==> src/rtl/iter_mul_pkg.sv <==
// Shared encodings and helpers for the iterative RV32M multiply sequencer.
package iter_mul_pkg;

    localparam int unsigned XLEN_DEF = 32;

    localparam logic [1:0] OP_MUL    = 2'd0;
    localparam logic [1:0] OP_MULH   = 2'd1;
    localparam logic [1:0] OP_MULHSU = 2'd2;
    localparam logic [1:0] OP_MULHU  = 2'd3;

    typedef enum logic [1:0] {
        IDLE = 2'd0,
        BUSY = 2'd1,
        FIX  = 2'd2,
        DONE = 2'd3
    } state_e;

    // rs1 is signed for every op except MULHU
    function automatic logic op_a_signed(input logic [1:0] op);
        return op != OP_MULHU;
    endfunction

    // rs2 is signed only for MUL and MULH
    function automatic logic op_b_signed(input logic [1:0] op);
        return (op == OP_MUL) || (op == OP_MULH);
    endfunction

endpackage

==> src/rtl/mul_add_step.sv <==
// One shift-add step: conditional add of mcand into acc, then shift {sum,mplier} right by one.
module mul_add_step #(
    parameter int unsigned XLEN = 32
) (
    input  logic [XLEN-1:0] acc,
    input  logic [XLEN-1:0] mplier,
    input  logic [XLEN-1:0] mcand,
    output logic [XLEN-1:0] acc_nxt,
    output logic [XLEN-1:0] mplier_nxt
);

    logic [XLEN:0] sum;

    always_comb begin
        sum        = {1'b0, acc} + (mplier[0] ? {1'b0, mcand} : (XLEN+1)'(0));
        acc_nxt    = sum[XLEN:1];
        mplier_nxt = {sum[0], mplier[XLEN-1:1]};
    end

endmodule

==> src/rtl/iter_mul_ctrl.sv <==
// Iterative shift-add multiplier for MUL/MULH/MULHSU/MULHU with valid/ready request and response.
// Define ITER_MUL_EARLY_TERM_EN to finish BUSY early once the remaining multiplier bits are zero.
module iter_mul_ctrl
    import iter_mul_pkg::*;
#(
    parameter int unsigned XLEN = XLEN_DEF
) (
    input  logic            clk,
    input  logic            rst_n,
    input  logic            req_valid,
    output logic            req_ready,
    input  logic [XLEN-1:0] op_a,
    input  logic [XLEN-1:0] op_b,
    input  logic [1:0]      op_sel,
    output logic            resp_valid,
    input  logic            resp_ready,
    output logic [XLEN-1:0] result
);

    localparam int unsigned CNT_W = $clog2(XLEN);
    localparam int unsigned PW    = 2 * XLEN;

    state_e            state_q, state_d;
    logic              req_ready_q, req_ready_d;
    logic              resp_valid_q, resp_valid_d;
    logic [XLEN-1:0]   result_q, result_d;
    logic [XLEN-1:0]   acc_q, acc_d;
    logic [XLEN-1:0]   mplier_q, mplier_d;
    logic [XLEN-1:0]   mcand_q, mcand_d;
    logic              neg_q, neg_d;
    logic [1:0]        op_q, op_d;
    logic [CNT_W-1:0]  cnt_q, cnt_d;

    logic [XLEN-1:0]   acc_step, mplier_step;
    logic              sign_a, sign_b;
    logic [PW-1:0]     prod_neg;

`ifdef ITER_MUL_EARLY_TERM_EN
    logic [CNT_W:0]    used_bits;
    logic [XLEN-1:0]   rem_bits;
`endif

    mul_add_step #(.XLEN(XLEN)) u_step (
        .acc        (acc_q),
        .mplier     (mplier_q),
        .mcand      (mcand_q),
        .acc_nxt    (acc_step),
        .mplier_nxt (mplier_step)
    );

    // State and datapath registers
    always_ff @(posedge clk or negedge rst_n) begin
        if (!rst_n) begin
            state_q      <= IDLE;
            req_ready_q  <= 1'b1;
            resp_valid_q <= 1'b0;
            result_q     <= '0;
            acc_q        <= '0;
            mplier_q     <= '0;
            mcand_q      <= '0;
            neg_q        <= 1'b0;
            op_q         <= '0;
            cnt_q        <= '0;
        end else begin
            state_q      <= state_d;
            req_ready_q  <= req_ready_d;
            resp_valid_q <= resp_valid_d;
            result_q     <= result_d;
            acc_q        <= acc_d;
            mplier_q     <= mplier_d;
            mcand_q      <= mcand_d;
            neg_q        <= neg_d;
            op_q         <= op_d;
            cnt_q        <= cnt_d;
        end
    end

    // Next-state, datapath and handshake outputs
    always_comb begin
        state_d      = state_q;
        req_ready_d  = req_ready_q;
        resp_valid_d = resp_valid_q;
        result_d     = result_q;
        acc_d        = acc_q;
        mplier_d     = mplier_q;
        mcand_d      = mcand_q;
        neg_d        = neg_q;
        op_d         = op_q;
        cnt_d        = cnt_q;

        sign_a   = op_a_signed(op_sel) & op_a[XLEN-1];
        sign_b   = op_b_signed(op_sel) & op_b[XLEN-1];
        prod_neg = ~{acc_q, mplier_q} + PW'(1);

`ifdef ITER_MUL_EARLY_TERM_EN
        // Unshifted multiplier bits above the one consumed this cycle
        used_bits = (CNT_W+1)'(cnt_q) + (CNT_W+1)'(1);
        rem_bits  = (mplier_q >> 1) << used_bits;
`endif

        unique case (state_q)
            IDLE: begin
                if (req_valid && req_ready_q) begin
                    mcand_d     = sign_a ? (~op_a + XLEN'(1)) : op_a;
                    mplier_d    = sign_b ? (~op_b + XLEN'(1)) : op_b;
                    neg_d       = sign_a ^ sign_b;
                    op_d        = op_sel;
                    acc_d       = '0;
                    cnt_d       = '0;
                    req_ready_d = 1'b0;
                    state_d     = BUSY;
                end
            end
            BUSY: begin
                acc_d    = acc_step;
                mplier_d = mplier_step;
                cnt_d    = cnt_q + CNT_W'(1);
                if (cnt_q == CNT_W'(XLEN - 1)) begin
                    state_d = FIX;
                end
`ifdef ITER_MUL_EARLY_TERM_EN
                else if (rem_bits == '0) begin
                    {acc_d, mplier_d} = {acc_step, mplier_step} >> (CNT_W'(XLEN - 1) - cnt_q);
                    state_d           = FIX;
                end
`endif
            end
            FIX: begin
                if (neg_q) begin
                    {acc_d, mplier_d} = prod_neg;
                end
                state_d = DONE;
            end
            DONE: begin
                if (resp_valid_q && resp_ready) begin
                    resp_valid_d = 1'b0;
                    req_ready_d  = 1'b1;
                    state_d      = IDLE;
                end else begin
                    resp_valid_d = 1'b1;
                    result_d     = (op_q == OP_MUL) ? mplier_q : acc_q;
                end
            end
            default: state_d = IDLE;
        endcase
    end

    assign req_ready  = req_ready_q;
    assign resp_valid = resp_valid_q;
    assign result     = result_q;

endmodule

==> config.mk <==
export PLATFORM = sky130hd
export DESIGN_NAME = iter_mul_ctrl
export DESIGN_NICKNAME = d
export VERILOG_FILES = /design/src/rtl/iter_mul_pkg.sv /design/src/rtl/mul_add_step.sv /design/src/rtl/iter_mul_ctrl.sv
export SDC_FILE = /design/constraint.sdc
export NUM_CORES = 1
export LEC_CHECK = 0
export ABC_AREA = 1
export BUFFER_PORTS_ARGS = -buffer_cell sky130_fd_sc_hd__buf_2
export CAP_MARGIN = 20
export CORE_MARGIN = 5
export CORE_UTILIZATION = 50
export DETAILED_ROUTE_END_ITERATION = 7
export PLACE_DENSITY = 0.81
export SETUP_SLACK_MARGIN = 0.1
export SYNTH_ARGS = -nofsm -noshare
export SYNTH_HDL_FRONTEND = slang
export SYNTH_SLANG_ARGS = --single-unit
==> constraint.sdc <==
create_clock -name clk -period 2.41 [get_ports clk]
set_input_delay 0.3615 -clock clk [delete_from_list [all_inputs] [get_ports clk]]
set_output_delay 0.3615 -clock clk [all_outputs]
set_load 0.05 [all_outputs]
==> metrics.txt, run 1 <==
run status=finished clean; Worst setup SP type=flop; Max-slew headroom=0.6138; crit share post-route=0.9796; CP Capture Type=flop; slowest library cell on the worst path=sky130_fd_sc_hd__dfrtp_1; number of flops mapped to enable cells by yosys=0; register bit total from synthesis=140; fraction of layout cells with a size suffix above 1=0.1701; Netlist Area Pre-Place=around 13000 µm²; io pins=roughly 100; distinct cell type count after synthesis=43; pin count of the biggest net entering global routing=55; number of setup violations in the final report=0; routed vias=~15000; die outline area=between 20000 and 30000 µm²; fin nets=about 2400; min-delay worst type=input port to flop; simple logic cell fraction of the synthesized area=0.4149; max frequency=about 420 MHz; top cells by instance count after synthesis=712 x sky130_fd_sc_hd__nand2_1, 291 x sky130_fd_sc_hd__inv_1, 262 x sky130_fd_sc_hd__nor2_1; critical path type=flop to flop; global-route wire length before repair=approximately 77000 µm; number of sinks driven by the clock tree=140; most frequent CP cell=sky130_fd_sc_hd__nand2_1; combinational family with the most area after synthesis=simple AND/OR/NAND/NOR gates; overall routing resource usage=0.3427; post-synthesis mux area share=0; effective utilization at floorplan=0.5060; VDD IR-drop max=roughly 1200 µV; width of the die=~170 µm; Post-DRT Antenna Nets=0; count of buffer and inverter cells on the critical path=2; Die Ht=between 150 and 200 µm; initial drt markers=1611; clock transition at the register clock pins on the worst setup and hold paths after CTS=around 0.07 ns; dpl hpwl=around 39000 µm; power per cell area=about 1200 nW/µm²; ordered list of cells on the worst path=nand2_1, inv_1, ha_1, or2_2, nand3_1, nand2_1, nand2_1, nand2_2, buf_4, nand2_1, nand3_1, nand3_1, nand2_1, nand2_1, nand2_1; Synth Area in Adders=0.04294; Final Max Tran Viols=0; Post-synth ARST share=1.000; total routed wirelength=around 50000 µm; clock root buffer=sky130_fd_sc_hd__clkbuf_16; most frequently used cell type in the post-synthesis netlist=sky130_fd_sc_hd__nand2_1; crit-path max FO=4; Data arrival, critical path=around 2.7 ns; clock tree from TritonCTS=built; top cell family by delay on the critical path=simple AND/OR/NAND/NOR gates; clock period minus final worst setup slack=roughly 2.4 ns; Initial DRT Pass Iterations=6; # rows=58; cts bufs inserted=17; post-synth top area cell=sky130_fd_sc_hd__dfrtp_1; slowest cell delay on critical path=0.46 ns; setup total negative slack=0 ns; post-layout utilization of the core=0.6180; most used flip-flop cell after synthesis=sky130_fd_sc_hd__dfrtp_1; number of antenna repair diodes=0; Congestion Overflow GR=0; CORE AREA=about 25000 µm²; leading post-synthesis cells by cell area=sky130_fd_sc_hd__dfrtp_1 27%, sky130_fd_sc_hd__nand2_1 21%, sky130_fd_sc_hd__inv_1 8.6%; Avg Inst Size Synth=around 5.9 µm²; insertion delay of the later-clocked pin in the worst-skew pair=approximately 0.44 ns; total nets after synthesis=between 2000 and 2500; WL per Instance=roughly 19 µm; share of the yosys chip area belonging to registers=0.2759; Final Hold Violating Endpoints=0; standby leakage power=~8.1 nW; number of antenna violations at the first check in global routing=0; Via-to-Cell Ratio=5.705; worst slew pin tran=0.5793 ns; critical path data required time=about 2.7 ns; reported max-cap violation count=0; worst hold margin=roughly 0.13 ns; proportion of netlist area held by the largest area contributor=0.2738; total of fill cells in the finished design=about 2500; number of buffers inserted by port buffering=about 100; gate count after technology mapping=around 2200; share of the synthesized area in compound gates (AO/OA/AOI/OAI)=0.1335; Area Growth Syn to Fin=22.14%; final estimated routing congestion in global placement=around 1.0; Post-Route Skew=around 0.014 ns; htree depth=4; vias in the first global route=roughly 14000; clk buf depth=2; share of the synthesized netlist area taken by xor and xnor gates=0.02413; RSZ-0062 raised after global routing=true; yosys warns=0; DRC violations left=0
[metal layers]
metal  GRT usage  share of wire  vias to the layer above
li1            -              -                     7253
met1      0.4855           0.43                     7037
met2      0.5031           0.42                      837
met3     0.09061           0.11                      139
met4      0.1288          0.041                        0
met5           0              0                        -
[flip-flops by register name (all words and copies together) (netlist names)]
name and flops:
result 32, resp_valid 1, cnt_q 5, mplier_q 32, req_ready 1, op_q 2
state_q 2, acc_q 32, neg_q 1, mcand_q 32
[what timing repair did]
action,in CTS,in global routing
cloned,0,0
endpoints found under the hold margin,49,0
endpoints found under the setup margin,34,38
hold buffers,1,0
buffers inserted,3,2
pin swaps,3,7
gates resized for setup,32,117
[final cells by class]
type                            count  area (µm²)  area share
Multi-Input combinational cell   1667        8481      0.5465
Sequential cell                   140        3506      0.2259
Timing Repair Buffer              206        1413     0.09103
Inverter                          301        1130     0.07281
Clock buffer                       18       429.2     0.02766
Tap cell                          330       412.9     0.02661
Clock inverter                     14       146.4    0.009434
[where the power goes]
part | switching [mW] | total (mW) | internal [mW]
sequential | 1.21 | 4.60 | 3.39
clock | 1.18 | 2.71 | 1.53
combinational | 7.59 | 11.3 | 3.72
[logic make-up after synthesis]
| group | count (synthesis) |
|---|---|
| buf+inv | 358 |
| flops | 140 |
| compound gates | 323 |
| simple gates | 1266 |
| fa+ha+maj | 43 |
| xor+xnor | 35 |
[final timing paths]
check / start / end / slack (ns) / depth (start not counted)
setup / recovery: mcand_q[2] / acc_q[20] / 0.05 / 15
hold / removal: op_sel[0] / op_q[0] / 0.13 / 3
setup reg to reg: mcand_q[2] / acc_q[20] / 0.05 / 15
hold reg to reg: result[12] / result[12] / 0.48 / 2
max in group asynchronous: rst_n / req_ready / 1.19 / 3
min in group asynchronous: rst_n / acc_q[2] / 0.48 / 2
[per-stage QoR]
step	instance area, µm²	setup slack [ns]	power [mW]	instances
3_5_place_dp	14200	-0.1669	14.95	2637
4_1_cts	14940	0.07280	17.80	2673
2_1_floorplan	12710	0.1053	11.14	2165
6_report	15520	0.04918	18.61	2676
3_3_place_gp	14200	-0.1128	14.80	2637
5_1_grt	15520	-0.05045	19.86	2676
[cell usage in the layout (no fill, tap or decap), drive strengths merged, types with 4 or more instances in the layout]
master,n
nand2,719
inv,301
nor2,272
buf,205
nand3,191
o21ai,190
dfrtp,139
a21oi,98
ha,42
nand4,32
xor2,28
nor3,27
clkbuf,18
or2,13
o211ai,10
nand3b,9
clkinv,9
o22ai,8
xnor2,7
a31oi,4
o21bai,4
[tightest hold or removal path, cell delays in order]
cell and delay (ns):
sky130_fd_sc_hd__buf_2 0.09, sky130_fd_sc_hd__nand2_1 0.05, sky130_fd_sc_hd__nand2_1 0.04
(Power assumes the default switching activity.)
==> run 2, diff against run 1 <==
- CTS_BUF_LIST: default -> sky130_fd_sc_hd__clkbuf_4
- SLEW_MARGIN: default -> 0
==> run 2 against run 1 <==
Maximum frequency is 0.47% higher. Die area stayed put. Critical endpoint unchanged. Cell count is 0.26% higher. Worst setup slack better by 0.011 ns.
==> metrics.txt, run 2 (synthesized netlist as in run 1, its figures left out) <==
run status=finished clean (unchanged); WL met2=21520 µm (was 21270 µm); critical path type=flop to flop (unchanged); VDD IR-drop max=1249 µV (was 1247 µV); Area Growth Syn to Fin=22.30% (was 22.14%); total routed wire length on the met1 layer=21620 µm (was 21630 µm); reported max-cap violation count=0 (unchanged); post-layout utilization of the core=0.6188 (was 0.6180); worst hold margin=0.06446 ns (was 0.1344 ns); worst-case register-to-register setup slack=0.06 ns (was 0.05 ns); clock transition at the register clock pins on the worst setup and hold paths after CTS=0.14 ns (was 0.07 ns); number of buffers inserted by port buffering=103 (unchanged); width of the die=169.4 µm (unchanged); clock tree from TritonCTS=built (unchanged); worst slew pin tran=0.5831 ns (was 0.5793 ns); insertion delay of the later-clocked pin in the worst-skew pair=0.60 ns (was 0.44 ns); routed vias=15340 (was 15270); number of sinks driven by the clock tree=140 (unchanged); Stages on worst setup path=19 (was 15); number of setup violations in the final report=0 (unchanged); min-delay worst type=input port to flop (unchanged); routed length on met3=5736 µm (was 5564 µm); Post-Route Skew=0.03416 ns (was 0.01389 ns); clock root buffer=sky130_fd_sc_hd__clkbuf_4 (was sky130_fd_sc_hd__clkbuf_16); global-route wire length before repair=76880 µm (was 77360 µm); effective utilization at floorplan=0.5060 (unchanged); Final Hold Violating Endpoints=0 (unchanged); number of antenna violations at the first check in global routing=1 (was 0); htree depth=4 (unchanged); RSZ-0062 raised after global routing=true (unchanged); total routed wirelength=50770 µm (was 50530 µm); CP Capture Type=flop (unchanged); worst hold stages=4 (was 3); critical path data required time=2.94 ns (was 2.74 ns); power per cell area=1150 nW/µm² (was 1199 nW/µm²); WL per Instance=18.92 µm (was 18.88 µm); slowest cell delay on critical path=0.44 ns (was 0.46 ns); most frequent CP cell=sky130_fd_sc_hd__nand2_1 (unchanged); launch point of the worst hold path=op_a[26] (was op_sel[0]); worst-case setup slack after placement=-0.1669 ns (unchanged); Total Power Consumption=17.87 mW (was 18.61 mW); Initial DRT Pass Iterations=6 (unchanged); most common cell after layout, fill and taps aside=sky130_fd_sc_hd__nand2_1 (unchanged); clock period minus final worst setup slack=2.350 ns (was 2.361 ns); Via-to-Cell Ratio=5.718 (was 5.705); ordered list of cells on the worst path=buf_6, buf_6, nand2_1, inv_1, ha_4, nand2_4, inv_1, nand2_1, inv_1, a21oi_2, nand2_2, buf_6, nand2_1, nand2_1, nand2_1, nand3_2, nand2_1, nand2_1, nand2_1 (was nand2_1, inv_1, ha_1, or2_2, nand3_1, nand2_1, nand2_1, nand2_2, buf_4, nand2_1, nand3_1, nand3_1, nand2_1, nand2_1, nand2_1); standby leakage power=7.995 nW (was 8.059 nW); DRC violations left=0 (unchanged); Post-DRT Antenna Nets=0 (unchanged); Final Max Tran Viols=0 (unchanged); cts bufs inserted=17 (unchanged); overall routing resource usage=0.3406 (was 0.3427); Hold Crit Endpoint=mcand_q[26] (was op_q[0]); pin count of the biggest net entering global routing=55 (unchanged); worst reg-to-reg path cell count=19 (was 15); Congestion Overflow GR=0 (unchanged); top cell family by delay on the critical path=simple AND/OR/NAND/NOR gates (unchanged); # rows=58 (unchanged); fraction of layout cells with a size suffix above 1=0.1969 (was 0.1701); crit path setup slack, layout=0.06030 ns (was 0.04918 ns); dpl hpwl=39120 µm (unchanged); Data arrival, critical path=2.88 ns (was 2.69 ns); io pins=104 (unchanged); Reg2Reg Launch Point=mplier_q[0] (was mcand_q[2]); count of buffer and inverter cells on the critical path=6 (was 2); endpoint of the worst register-to-register path=acc_q[20] (unchanged); crit share post-route=0.9750 (was 0.9796); clk buf depth=2 (unchanged); final estimated routing congestion in global placement=1.027 (unchanged); Worst setup SP type=flop (unchanged); initial drt markers=1740 (was 1611); Die Ht=169.4 µm (unchanged); vias in the first global route=14180 (was 14290); die outline area=28700 µm² (unchanged); fin nets=2452 (was 2446); Max-slew headroom=0.6113 (was 0.6138); highest metal used=met4 (unchanged); CORE AREA=25110 µm² (unchanged); crit-path max FO=6 (was 4); slowest library cell on the worst path=sky130_fd_sc_hd__dfrtp_2 (was sky130_fd_sc_hd__dfrtp_1); max frequency=425.6 MHz (was 423.6 MHz); commonest non-fill, non-tap cells in the layout=646 x sky130_fd_sc_hd__nand2_1, 280 x sky130_fd_sc_hd__inv_1, 235 x sky130_fd_sc_hd__nor2_1 (was 680 x sky130_fd_sc_hd__nand2_1, 286 x sky130_fd_sc_hd__inv_1, 236 x sky130_fd_sc_hd__nor2_1)
## run 2: changes by cell type in the layout (fill, tap and decap cells not counted), sizes merged
cell / delta
buf: +3
dlygate4sd3: +2
clkbuf: +1
diode: +1
## run 2: metrics by stage
step	setup TNS, ns	instance area (µm²)	std cells
after global placement	-0.4137	14200	2637
after CTS	0	14670	2674
after global routing	-0.08504	15540	2683
final	0	15540	2683
after detailed placement	-1.202	14200	2637
after floorplan	0	12710	2165
## run 2: cell type report
type | instances | area, µm²
Fill cell | 2434 | 9572
Multi-Input combinational cell | 1667 | 8703
Sequential cell | 140 | 3506
Timing Repair Buffer | 212 | 1499
Inverter | 301 | 1132
Tap cell | 330 | 412.9
Clock inverter | 14 | 146.4
Clock buffer | 18 | 135.1
Antenna cell | 1 | 2.502
## run 2: how the worst max path moves through the flow
stage           startpoint   endpoint  slack (ns)
6_report       mplier_q[0]  acc_q[20]        0.06
5_1_grt        mplier_q[0]  acc_q[20]       -0.05
4_1_cts        mplier_q[0]  acc_q[29]        0.09
3_5_place_dp   mplier_q[0]  acc_q[12]       -0.17
3_3_place_gp   mplier_q[0]  acc_q[19]       -0.11
2_1_floorplan  mplier_q[0]   acc_q[7]        0.11
## run 2: worst reg2reg max path, cell delays in order, from the launching register on
cell and delay (ns):
sky130_fd_sc_hd__dfrtp_2 0.44, sky130_fd_sc_hd__buf_6 0.15, sky130_fd_sc_hd__buf_6 0.13, sky130_fd_sc_hd__nand2_1 0.06
sky130_fd_sc_hd__inv_1 0.06, sky130_fd_sc_hd__ha_4 0.24, sky130_fd_sc_hd__nand2_4 0.09, sky130_fd_sc_hd__inv_1 0.06
sky130_fd_sc_hd__nand2_1 0.10, sky130_fd_sc_hd__inv_1 0.10, sky130_fd_sc_hd__a21oi_2 0.15, sky130_fd_sc_hd__nand2_2 0.10
sky130_fd_sc_hd__buf_6 0.13, sky130_fd_sc_hd__nand2_1 0.06, sky130_fd_sc_hd__nand2_1 0.05, sky130_fd_sc_hd__nand2_1 0.08
sky130_fd_sc_hd__nand3_2 0.10, sky130_fd_sc_hd__nand2_1 0.08, sky130_fd_sc_hd__nand2_1 0.05, sky130_fd_sc_hd__nand2_1 0.05
## run 2: repair_timing
| item | in CTS | in global routing |
|---|---|---|
| endpoints found under the setup margin | 34 | 38 |
| hold buffers | 3 | 0 |
| setup buffers | 2 | 6 |
| hold endpoints to repair | 51 | 0 |
| pin swaps | 3 | 44 |
| gates cloned | 0 | 1 |
| gates resized for setup | 32 | 190 |
## run 2: metal layers
metal | up-vias | track usage
met5 | - | 0
li1 | 7266 | -
met2 | 858 | 0.4986
met4 | 0 | 0.1323
met3 | 119 | 0.09131
met1 | 7099 | 0.4812
## run 2: where the power goes
| group | leakage, nW | switching [mW] | internal, mW |
|---|---|---|---|
| Sequential | 1.76 | 1.21 | 3.37 |
| Combinational | 6.08 | 7.75 | 3.87 |
| Clock | 0.149 | 1.04 | 0.630 |
